$ cat src/rtl/sipo_frame_ctrl.sv
// Serial-in, parallel-out frame receiver with a one-deep output buffer.
// Frames are a start bit (0), DATA_W data bits sent first bit first, an
// optional even-parity bit, and a stop bit (1). The line is sampled only on
// bit_en strobes. A completed frame is held in frame_data until the consumer
// takes it through the valid/ready handshake.
//
// Receive FSM states
//   state    | meaning
//   ---------+-------------------------------------------------------------
//   S_IDLE   | line idle, waiting for a start-bit sample of 0
//   S_SHIFT  | collecting data bits into shreg, first bit ends in the MSB
//   S_PARITY | capturing the parity bit (only when PARITY_EN != 0)
//   S_STOP   | checking the stop bit, then delivering, dropping or flagging

module sipo_frame_ctrl #(
    parameter int DATA_W    = 8,
    parameter int PARITY_EN = 1
) (
    input  logic              clk,
    input  logic              reset,
    input  logic              serial_in,
    input  logic              bit_en,
    input  logic              frame_ready,
    output logic [DATA_W-1:0] frame_data,
    output logic              frame_valid,
    output logic              parity_err,
    output logic              frame_err,
    output logic              overrun,
    output logic              busy
);

    // One spare bit so the counter can represent DATA_W itself.
    localparam int CNT_W = $clog2(DATA_W + 1);
    localparam logic [CNT_W-1:0] LAST_BIT = CNT_W'(DATA_W - 1);

    typedef enum logic [1:0] {
        S_IDLE   = 2'd0,
        S_SHIFT  = 2'd1,
        S_PARITY = 2'd2,
        S_STOP   = 2'd3
    } state_t;

    state_t            state;
    logic [CNT_W-1:0]  bit_cnt;
    logic [DATA_W-1:0] shreg;
    logic              par_bit;
    logic              frame_perr;
    logic              can_deliver;

    // Even parity over data plus parity bit; forced low when parity is disabled.
    assign frame_perr  = (PARITY_EN != 0) ? (^shreg ^ par_bit) : 1'b0;

    // The buffer is free if empty, or if its frame is being consumed this cycle.
    assign can_deliver = !frame_valid || frame_ready;

    // busy follows the state register directly, so it is glitch-free.
    assign busy = (state != S_IDLE);

    // Receive FSM plus the registered output buffer and event pulses.
    always_ff @(posedge clk) begin
        if (reset) begin
            state       <= S_IDLE;
            bit_cnt     <= '0;
            shreg       <= '0;
            par_bit     <= 1'b0;
            frame_data  <= '0;
            frame_valid <= 1'b0;
            parity_err  <= 1'b0;
            frame_err   <= 1'b0;
            overrun     <= 1'b0;
        end else begin
            // Event flags are single-cycle pulses unless re-armed below.
            frame_err <= 1'b0;
            overrun   <= 1'b0;

            // Consumed frame leaves the buffer; a same-cycle delivery below
            // overrides this and keeps frame_valid high.
            if (frame_valid && frame_ready) begin
                frame_valid <= 1'b0;
            end

            if (bit_en) begin
                case (state)
                    S_IDLE: begin
                        if (!serial_in) begin
                            state   <= S_SHIFT;
                            bit_cnt <= '0;
                        end
                    end

                    S_SHIFT: begin
                        shreg   <= {shreg[DATA_W-2:0], serial_in};
                        bit_cnt <= bit_cnt + CNT_W'(1);
                        if (bit_cnt == LAST_BIT) begin
                            state <= (PARITY_EN != 0) ? S_PARITY : S_STOP;
                        end
                    end

                    S_PARITY: begin
                        par_bit <= serial_in;
                        state   <= S_STOP;
                    end

                    S_STOP: begin
                        state <= S_IDLE;
                        if (serial_in) begin
                            if (can_deliver) begin
                                frame_data  <= shreg;
                                parity_err  <= frame_perr;
                                frame_valid <= 1'b1;
                            end else begin
                                // Buffer still owned by the consumer: drop the
                                // new frame, keep the old one intact.
                                overrun <= 1'b1;
                            end
                        end else begin
                            frame_err <= 1'b1;
                        end
                    end

                    default: begin
                        state <= S_IDLE;
                    end
                endcase
            end
        end
    end

endmodule
$ cat config.mk
export PLATFORM = sky130hd
export DESIGN_NAME = sipo_frame_ctrl
export DESIGN_NICKNAME = d
export VERILOG_FILES = /design/src/rtl/sipo_frame_ctrl.sv
export SDC_FILE = /design/constraint.sdc
export NUM_CORES = 1
export LEC_CHECK = 0
export CAP_MARGIN = 25
export CORE_ASPECT_RATIO = 0.5
export CORE_MARGIN = 2
export CORE_UTILIZATION = 33
export CTS_CLUSTER_DIAMETER = 100
export DETAILED_ROUTE_END_ITERATION = 10
export HOLD_SLACK_MARGIN = 0.02
export PLACE_DENSITY = 0.6
export SETUP_SLACK_MARGIN = 0.3
export SYNTH_ARGS = -nofsm -noshare
export SYNTH_HDL_FRONTEND = slang
export SYNTH_SLANG_ARGS = --single-unit
export TNS_END_PERCENT = 5
$ cat constraint.sdc
create_clock -name clk -period 1.4 [get_ports clk]
set_input_delay 0.42 -clock clk [delete_from_list [all_inputs] [get_ports clk]]
set_output_delay 0.42 -clock clk [all_outputs]
set_load 0.01 [all_outputs]
# == Yosys cells after proc, flatten, opt, wreduce, memory -nomap -nowiden ==
# Cells that the tools add are included.
# word_totals
out_inout_bits,13
input_bits,5
register_bits,27
# classes
n_bitwise,4
muxes,12
n_reduce_logical,14
eq_ne,6
n_addsub,1
# ops
operator,n
$pmux W2 S4,1
$pmux W4 S2,1
$reduce_xor A8 Y1,1
$mux W1,7
$reduce_and A3 Y1,2
$add A4 B1 Y4 const B,1
$eq A2 B2 Y1 const B,2
$eq A4 B3 Y1 const B,1
$mux W2,2
$mux W4,1
$ne A2 B2 Y1 const B,2
$reduce_and A2 Y1,2
$reduce_and A4 Y1,1
$reduce_bool A2 Y1,2
$reduce_or A4 Y1,1
$not A1 Y1,3
$reduce_or A3 Y1,1
$eq A2 B1 Y1 const B,1
$logic_not A2 Y1,1
$logic_and A1 B1 Y1,1
$logic_not A1 Y1,1
$logic_or A1 B1 Y1,1
$xor A1 B1 Y1,1

# == Longest topological paths before layout ==
# depth
depth_word,6
depth_mapped,7
mapped_depth_nobuf,6

# == Worst setup path before layout ==
# OpenSTA, ideal clock, no wires.
# synth_path
path_type,reg-to-reg
startpoint,register state[0]
endpoint,register state[1]
n_path_buf,0
slack_ns,-0.061
stages_incl_launch_ff,7
setup_ns,0.128
arrival_ns,1.333
required_ns,1.272
cell_sequence,dfxtp_1 inv_1 ha_1 a21boi_2 a21boi_2 mux2i_1 nor2_1
# synth_via
elab_chain_cells,3
elab_cells_between_ends,8
classes_between,5 x eq/ne; 1 x mux; 2 x reduce/logical
# synth_lines
item,line,source
from (decl),43,state_t state;
from (signal assigned),95,state <= (PARITY_EN != 0) ? S_PARITY : S_STOP;
$eq A2 B1 Y1 / $logic_not A2 Y1 (equally long branches),83,case (state)
$ne A2 B2 Y1 (no line),n/a,
$reduce_and A3 Y1 (no line),n/a,
# Several ways; a longest one is shown, not always the timed one.
# A chain may end at the register's enable or synchronous reset.

# == Final worst setup path ==
# layout_path
startpoint,register state[1]
endpoint,register state[1]
# The elaborated chain is that of the path after synthesis.

==> impl_metrics.toml <==
[sta]
skew_ns = 0.00149
drv_slew = 0
post-route-min-period_ns = 1.42
fin_setup_tns_ns = -0.0199
holdWs_ns = 0.487
fmaxAchievable_mhz = 704
worstMarginPinSlew_ns = 0.275
rsz0062_at_grt = "yes"
worst_slack_ns = -0.0199
slew_headroom = 0.816
finalCritPeriodShare = 1.01
setup_viol = 1
hold_viol = 0

[synthesis]
syn_nets = 138
yosys.area.top_type = "dfxtp_1"
synth_warnings = 0
synthTopCellsByArea = "dfxtp_1 (46%), mux2i_1 (7.7%), ha_1 (5.3%), a21oi_1 (5.1%), nor2_1 (4.5%)"
synthMuxAreaShare = 0.0766
synth_fa_ha_area_frac = 0.0532
avgSynthCellArea_um2 = 9.19
synth_top_area_frac = 0.460
yosys.area_share.simple = 0.198
synth_edf_count = 0
synthCells = 128
synthArstFlopShare = 0
synth_flop_cell = "dfxtp_1"
yosysSeqAreaShare = 0.460
yosysMostFrequentCell = "dfxtp_1"
synth-xor-area-share = 0.0638
synth_top_family_by_area = "simple AND/OR/NAND/NOR gates"
netlist_area_um2 = 1180
ys_seq_elements = 27
yosysUniqueCellTypes = 26
synth_common_cells = "dfxtp_1 (27), nor2_1 (14), nand2_1 (13)"
synth_compound_area_frac = 0.120

[place]
place_ws_ns = -0.493
hpwl_um = 1700
dpl.cell_count = 208
routabilityCongestion = 0.739
dpl_cell_area_um2 = 1600
io_buffers = 17

[clock_network]
clk_pin_slew_ns = 0.09
root_buffer = "clkbuf_8"
cts_sinks = 27
cts.path.max_buffers = 2
cts_hold_buf = 0
htree_levels = 1
cts_made_buffers = 3
insertion_delay_ns = 0.27
cts_tree = "built"

[global_routing]
grt_pass1_vias = 890
grt_antenna_before_repair = 0
grt_usage = 0.133
overflow = 0
grt_pass1_wl_um = 4130
grt_max_degree = 17

[worst_hold_path]
hold_path_class = "flop to flop"

[layout]
antenna_cells = 0
area_growth_pct = 44.1
nNetsFinal = 173
final_layout_size_suffix_gt1_frac = 0.383
design_area_um2 = 1700
fin_cells = 213

[die]
die_y_um = 46.2
coreArea_um2 = 3420
ioPinCount = 18
start_util = 0.344
die_w_um = 88.4
rows = 15
die_area_um2 = 4090

[flow_run]
drv_cap = 0

[setup_path]
cp_max_fo = 4
cp.arrival_ns = 1.59
crit_type = "flop to flop"
start_kind = "flop"
critical_path.endpoint_type = "flop"
critPathRequiredTime_ns = 1.57

[status]
run_status = "finished with violations"
violations = "setup timing"

[power]
leakagePower_nw = 0.650
p_per_area_nw_per_um2 = 851
peakVddDrop_v = 0.000316

[route]
final_antenna_net_count = 0
wirelength_um = 2370
drc_errors = 0
first_pass_iters = 4
drt-wirelength-per-cell_um = 11.1
via_count = 968
drt_first_iter_violations = 36
vias_per_cell = 4.54
-- path summary, 6_finish.rpt --
kind	startpoint	end	slack, ns	cells past startpoint
max	state[1]	state[1]	-0.02	7
min	shreg[4]	shreg[4]	0.49	2
max reg2reg	state[1]	state[1]	-0.02	7
min reg2reg	shreg[4]	shreg[4]	0.49	2
-- metal layers --
| metal | part of all wire | global-route usage | up-vias |
|---|---|---|---|
| met5 | 0 | 0 | - |
| met4 | 0 | 0.0182 | 0 |
| met3 | 0.020 | 0.0376 | 0 |
| met2 | 0.45 | 0.215 | 13 |
| met1 | 0.53 | 0.183 | 445 |
| li1 | - | - | 510 |
-- per-stage QoR --
step	util	power, W
detailed placement	0.467	0.00102
global placement	0.467	0.00101
finish	0.496	0.00144
floorplan	-	0.000918
global route	0.496	0.00152
CTS	0.492	0.00147
-- flip-flops by register name (all words and copies together) (netlist names) --
register,count
overrun,1
frame_err,1
frame_valid,1
frame_data,8
par_bit,1
parity_err,1
shreg,8
bit_cnt,4
state,2
-- worst max-delay path, cell delays in order, from the launching register on --
cell	delay (ns)
dfxtp_2	0.35
inv_2	0.05
ha_4	0.15
buf_6	0.11
a21boi_4	0.15
a21boi_4	0.22
mux2i_1	0.23
nor2_1	0.05
-- cells in the final DEF (no fill, tap or decap), drive strengths merged, types with 3 or more instances in the layout --
cell / synthesis / layout
mux2i: 9 / 9
nand3: 10 / 10
a21oi: 12 / 12
xnor2: 3 / 3
ha: 5 / 5
buf: 0 / 32
clkbuf: 6 / 4
dlygate4sd2: 0 / 3
nor2: 15 / 15
xor2: 3 / 3
nor3: 3 / 3
dfxtp: 27 / 27
nand2: 13 / 13
inv: 3 / 3
-- power by group --
part | internal [W] | switching (W) | total (W) | leakage [nW]
Sequential | 0.000777 | 0.00000816 | 0.000786 | 0.225
Combinational | 0.000111 | 0.000113 | 0.000224 | 0.402
Clock | 0.000204 | 0.000230 | 0.000434 | 0.0228
Total | 0.00109 | 0.000352 | 0.00144 | 0.650
-- final cells by class --
cell class | count | area [um2]
fill | 328 | 1720
multi-input combinational | 92 | 667
sequential | 27 | 559
timing repair buffer | 36 | 349
tap | 51 | 63.8
clock buffer | 4 | 45.0
inverter | 3 | 11.3
-- cells by family after synthesis --
kind of cell	after synthesis
and+or+nand+nor	49
DFF	27
AOI/OAI and AO/OA	22
buffers and inverters	9
muxes	9
xor gates and xnor gates	7
adders and majority gates	5
-- timing repair --
item	CTS	global route
pin swaps	4	3
resized for setup	81	6
setup buffers	1	0
cloned	0	0
setup endpoints to repair	40	40
(Power assumes the default switching activity.)
